$ cat config.mk
export PLATFORM = sky130hd
export DESIGN_NAME = move_controller
export DESIGN_NICKNAME = d
export VERILOG_FILES = /design/src/rtl/tictactoe_pkg.sv /design/src/rtl/move_controller_win_checker.sv /design/src/rtl/move_controller.sv
export SDC_FILE = /design/constraint.sdc
export NUM_CORES = 1
export LEC_CHECK = 0
export BUFFER_PORTS_ARGS = -buffer_cell sky130_fd_sc_hd__buf_2
export CAP_MARGIN = 25
export CORE_UTILIZATION = 30
export CTS_CLUSTER_SIZE = 40
export DETAILED_ROUTE_END_ITERATION = 7
export GPL_ROUTABILITY_DRIVEN = 1
export PLACE_DENSITY_LB_ADDON = 0.1
export SLEW_MARGIN = 20
export SYNTH_ARGS = -nofsm -noshare
export SYNTH_HDL_FRONTEND = slang
export SYNTH_SLANG_ARGS = --single-unit
export TNS_END_PERCENT = 50
$ cat constraint.sdc
create_clock -name clock -period 2 [get_ports clock]
set_input_delay 0.1 -clock clock [delete_from_list [all_inputs] [get_ports clock]]
set_output_delay 0.1 -clock clock [all_outputs]
set_load 0.03 [all_outputs]
$ cat src/rtl/tictactoe_pkg.sv
// Shared codes, state encoding and win-line table
// for the tic-tac-toe datapath.
package tictactoe_pkg;

  localparam logic [1:0] CELL_EMPTY = 2'b00;
  localparam logic [1:0] CELL_X     = 2'b01;
  localparam logic [1:0] CELL_O     = 2'b10;

  localparam logic [1:0] WIN_NONE = 2'b00;
  localparam logic [1:0] WIN_X    = 2'b01;
  localparam logic [1:0] WIN_O    = 2'b10;
  localparam logic [1:0] WIN_DRAW = 2'b11;

  localparam logic [3:0] MAX_MOVES = 4'd9;

  typedef enum logic [2:0] {
    S_IDLE,
    S_CHECK,
    S_REJECT,
    S_WRITE,
    S_EVAL,
    S_DONE
  } state_t;

  // zero-based square indices, row-major
  localparam int unsigned WIN_LINES [8][3] = '{
    '{0, 1, 2}, '{3, 4, 5}, '{6, 7, 8},
    '{0, 3, 6}, '{1, 4, 7}, '{2, 5, 8},
    '{0, 4, 8}, '{2, 4, 6}
  };

endpackage

$ cat src/rtl/move_controller_win_checker.sv
// Combinational line evaluator: reports X or O when
// any of the eight lines holds three equal marks.
module win_checker
  import tictactoe_pkg::*;
(
  input  logic [8:0][1:0] cells_i,
  output logic [1:0]      winner_o
);

  logic [7:0] x_line;
  logic [7:0] o_line;

  always_comb begin
    x_line = '0;
    o_line = '0;
    for (int i = 0; i < 8; i++) begin
      x_line[i] = (cells_i[WIN_LINES[i][0]] == CELL_X)
               && (cells_i[WIN_LINES[i][1]] == CELL_X)
               && (cells_i[WIN_LINES[i][2]] == CELL_X);
      o_line[i] = (cells_i[WIN_LINES[i][0]] == CELL_O)
               && (cells_i[WIN_LINES[i][1]] == CELL_O)
               && (cells_i[WIN_LINES[i][2]] == CELL_O);
    end
    winner_o = WIN_NONE;
    if (|x_line)      winner_o = WIN_X;
    else if (|o_line) winner_o = WIN_O;
  end

endmodule

$ cat src/rtl/move_controller.sv
// Turn sequencer and move validator: checks a requested
// square, pulses a write or a reject, then scores the board.
module move_controller
  import tictactoe_pkg::*;
(
  input  logic       clock,
  input  logic       reset,
  input  logic       play,
  input  logic [3:0] position,
  input  logic [1:0] pos1,
  input  logic [1:0] pos2,
  input  logic [1:0] pos3,
  input  logic [1:0] pos4,
  input  logic [1:0] pos5,
  input  logic [1:0] pos6,
  input  logic [1:0] pos7,
  input  logic [1:0] pos8,
  input  logic [1:0] pos9,
  output logic [8:0] ply_En_pos,
  output logic       illegal_move,
  output logic       XO_turn,
  output logic       game_over,
  output logic [1:0] winner,
  output logic [3:0] move_count
);

  state_t          state_q, state_d;
  logic            play_q;
  logic [3:0]      pos_q;
  logic [8:0][1:0] cells;
  logic [1:0]      sel_cell;
  logic [8:0]      onehot;
  logic [1:0]      line_win;
  logic            rise;
  logic            legal;

  logic [8:0] ply_q, ply_d;
  logic       ill_q, ill_d;
  logic       xo_q, xo_d;
  logic       over_q, over_d;
  logic [1:0] win_q, win_d;
  logic [3:0] cnt_q, cnt_d;

  assign cells = {pos9, pos8, pos7, pos6, pos5,
                  pos4, pos3, pos2, pos1};
  assign rise  = play & ~play_q;

  win_checker u_win (
    .cells_i  (cells),
    .winner_o (line_win)
  );

  // out-of-range squares fall through as occupied
  always_comb begin
    sel_cell = CELL_O;
    onehot   = '0;
    for (int k = 0; k < 9; k++) begin
      if (pos_q == 4'(k + 1)) begin
        sel_cell  = cells[k];
        onehot[k] = 1'b1;
      end
    end
  end

  assign legal = (sel_cell == CELL_EMPTY);

  always_ff @(posedge clock) begin
    if (reset) begin
      state_q <= S_IDLE;
      play_q  <= 1'b0;
      pos_q   <= '0;
      ply_q   <= '0;
      ill_q   <= 1'b0;
      xo_q    <= 1'b1;
      over_q  <= 1'b0;
      win_q   <= WIN_NONE;
      cnt_q   <= '0;
    end else begin
      state_q <= state_d;
      play_q  <= play;
      if (state_q == S_IDLE && rise) pos_q <= position;
      ply_q   <= ply_d;
      ill_q   <= ill_d;
      xo_q    <= xo_d;
      over_q  <= over_d;
      win_q   <= win_d;
      cnt_q   <= cnt_d;
    end
  end

  always_comb begin
    state_d = state_q;
    unique case (state_q)
      S_IDLE:   if (rise) state_d = S_CHECK;
      S_CHECK:  state_d = legal ? S_WRITE : S_REJECT;
      S_REJECT: state_d = S_IDLE;
      S_WRITE:  state_d = S_EVAL;
      S_EVAL: begin
        if (line_win != WIN_NONE || cnt_q == MAX_MOVES)
          state_d = S_DONE;
        else
          state_d = S_IDLE;
      end
      S_DONE:   state_d = S_DONE;
      default:  state_d = S_IDLE;
    endcase
  end

  // outputs are registered from the state being entered
  always_comb begin
    ply_d  = (state_d == S_WRITE) ? onehot : '0;
    ill_d  = (state_d == S_REJECT);
    xo_d   = xo_q;
    over_d = over_q;
    win_d  = win_q;
    cnt_d  = cnt_q;
    if (state_d == S_WRITE && cnt_q < MAX_MOVES)
      cnt_d = cnt_q + 4'd1;
    if (state_q == S_EVAL) begin
      if (state_d == S_IDLE) begin
        xo_d = ~xo_q;
      end else begin
        over_d = 1'b1;
        win_d  = (line_win != WIN_NONE) ? line_win : WIN_DRAW;
      end
    end
  end

  assign ply_En_pos   = ply_q;
  assign illegal_move = ill_q;
  assign XO_turn      = xo_q;
  assign game_over    = over_q;
  assign winner       = win_q;
  assign move_count   = cnt_q;

endmodule

==> metrics.cfg <==
[run_status]
status = completed

[worst_hold_path]
min_from = play
hp-class = primary input to flip-flop

[timing]
rsz0062_at_grt = no
tightest_slew_ns = 0.4429
setup_slack_ns = 0.1314
slew_headroom = 0.7009
finalSetupTns_ns = 0
fin_skew_ns = 0.002422
drv_slew = 0
fmax_ghz = 0.5352
final_hold_viol_count = 0
post-route-min-period_ns = 1.869
finalCritPeriodShare = 0.9343
setup_viol = 0

[global_routing]
grt_use_total = 0.1535
grt_overflow = 0
grt_pass1_wl_um = 6196
antenna_found_initial = 0
grtUsageMet3 = 0.01709
met2_usage = 0.2436
grt_pass1_vias = 1367
grt_use_met1 = 0.2102
busiest_layer = met2
grt_max_degree = 19

[place]
io_buffers = 42
post-place-ws_ns = 0.04570
dp_hpwl_um = 2853
dp.cells = 250
placedInstanceArea_um2 = 1729
place_congestion = 0.8830

[critical_path]
arrival_ns = 2.03
worstSetupEndpointType = flip-flop
reg2reg_from = pos_q[3]
path_class = flip-flop to flip-flop
max_stage_delay_ns = 0.42
worstPathRequired_ns = 2.16
endpoint = move_count[3]
r2r-end = move_count[3]
critPathLaunchType = flip-flop
crit_path_start = pos_q[3]
r2r_slack_ns = 0.13
critPathMaxFanout = 6
r2r_cells = 6
critPathSlowestCell = or3b_4
path_cells = or3b_4 -> o31ai_1 -> a311oi_4 -> buf_4 -> a41oi_1 -> nor2_1

[logic_synthesis]
yosys_warnings = 0
postSynthAreaPerCell_um2 = 9.290
synth_flop_cell = dfxtp_1
synth.distinct_cells = 40
syn_area_um2 = 1421
netlist_instances = 153
synth_edf_count = 0
synth_nets = 181
synth-seq-cells = 26
synthArstFlopShare = 0
yosysSeqAreaShare = 0.3662

[floorplan]
start_util = 0.3198
ios = 43
fp-row-count = 24
die_width_um = 70.83
fp.dieH_um = 70.83
core-area_um2 = 4444
die_area_um2 = 5017

[power]
p_clk_frac = 0.381
combPwrFrac = 0.144
powerDensity_nw_per_um2 = 632.6
swShare = 0.2366
leakage_nw = 0.7392
vdd_drop_max_mv = 0.2451
p_int_w = 0.0008720
seqPwrFrac = 0.475
switching_power_w = 0.0002702

[clock_tree]
insertion_delay_ns = 0.27
cts_tree = done
cts.hold.buffers_added = 0
htree_levels = 1
clockBufferDepth = 2
clockRootBuffer = clkbuf_8
clk_pin_slew_worst_paths_ns = 0.09
cts_buffers = 3
clkSinkCount = 26

[final_layout]
fin_cells = 254
antenna-diode-count = 0
layout.nets = 231
final_common_cell = buf_2
layout_common_cells = 42 x buf_2, 24 x dfxtp_1, 14 x nor2_1, 12 x nor4bb_1, 10 x nor3_1
drive_gt1_frac = 0.3317
area_delta_synth_final_pct = 27.02
final_area_um2 = 1805
final_core_util = 0.4063

[detailed_routing]
drt_wl_total_um = 3641
ant_nets = 0
post_drt_wl_per_cell_um = 14.33
vias_per_cell = 5.421
drt-initial-drc-count = 47
vias = 1377
drc_errors = 0
drtPass1Iterations = 6

[flow_run]
max_cap_violations = 0

-- worst min path at each step --
stage | end | cells past startpoint
floorplan | play_q | 1
global placement | play_q | 2
detailed placement | play_q | 2
CTS | play_q | 2
global route | play_q | 2
finish | play_q | 2
-- worst max-delay path, delay by kind of cell, from the launching register on --
family                 cells  cell delay (ns)
AOI/OAI and AO/OA          3             0.70
DFF                        1             0.40
buffers and inverters      1             0.19
and+or+nand+nor            2             0.47
-- metal layers --
| metal | share of wire | vias to the layer above |
|---|---|---|
| met1 | 0.50 | 645 |
| met3 | 0.043 | 5 |
| met5 | 0 | - |
| met2 | 0.44 | 48 |
| li1 | - | 679 |
| met4 | 0.017 | 0 |
-- stage by stage --
| step | hold WS, ns | total power [W] |
|---|---|---|
| after floorplan | 0.2282 | 0.0006459 |
| after global placement | 0.3207 | 0.0007152 |
| after detailed placement | 0.3494 | 0.0007182 |
| after CTS | 0.06189 | 0.001155 |
| after global routing | 0.07424 | 0.001200 |
| final | 0.06243 | 0.001142 |
-- synthesized netlist by cell type (all sizes together) (4+ instances only) --
library cell / count / area share
nor2b: 8 / 0.035
a21oi: 4 / 0.014
nor4: 6 / 0.026
nor2: 14 / 0.037
o21ai: 8 / 0.031
nor4bb: 12 / 0.085
nand2: 5 / 0.013
mux2i: 5 / 0.035
dfxtp: 26 / 0.37
nor3: 10 / 0.035
inv: 7 / 0.018
and4bb: 5 / 0.044
nor3b: 5 / 0.026
-- power by group through the flow --
stage	Combinational [W]	Sequential (W)	Clock, W
after floorplan	0.0000932	0.000553	0
after global placement	0.000161	0.000554	0
after detailed placement	0.000164	0.000555	0
after CTS	0.000164	0.000543	0.000448
after global routing	0.000180	0.000545	0.000475
final	0.000164	0.000543	0.000435
-- what timing repair did --
action / 4_1_cts / 5_1_grt
endpoints found under the setup margin: 0 / 15
gates resized for setup: 0 / 3
setup buffers: 0 / 0
endpoints found under the hold margin: 0 / 0
-- sequential cells by signal, indices dropped and copies added, names as in the netlist --
name and flops:
pos_q 4, XO_turn 1, winner 2, illegal_move 1
ply_En_pos 9, play_q 1, game_over 1, move_count 4
state_q 3
-- kinds of logic (layout without fill, tap and decap cells) --
group / after synthesis / in the layout / synth area share
compound gates: 28 / 28 / 0.1567
buf+inv: 12 / 61 / 0.03785
fa+ha+maj: 3 / 3 / 0.02641
flops: 26 / 26 / 0.3662
simple gates: 78 / 78 / 0.3697
mux: 6 / 6 / 0.04313
-- final cells by class --
cell class | count | area, um2
multi-input cells | 115 | 847.1
well taps | 52 | 65.06
flip-flops and latches | 26 | 525.5
clock buffers | 3 | 41.29
fillers | 457 | 2639
inverters | 7 | 26.28
clock inverters | 1 | 30.03
repair buffers | 50 | 270.3
No activity file was read; power rests on OpenSTA's default activity.
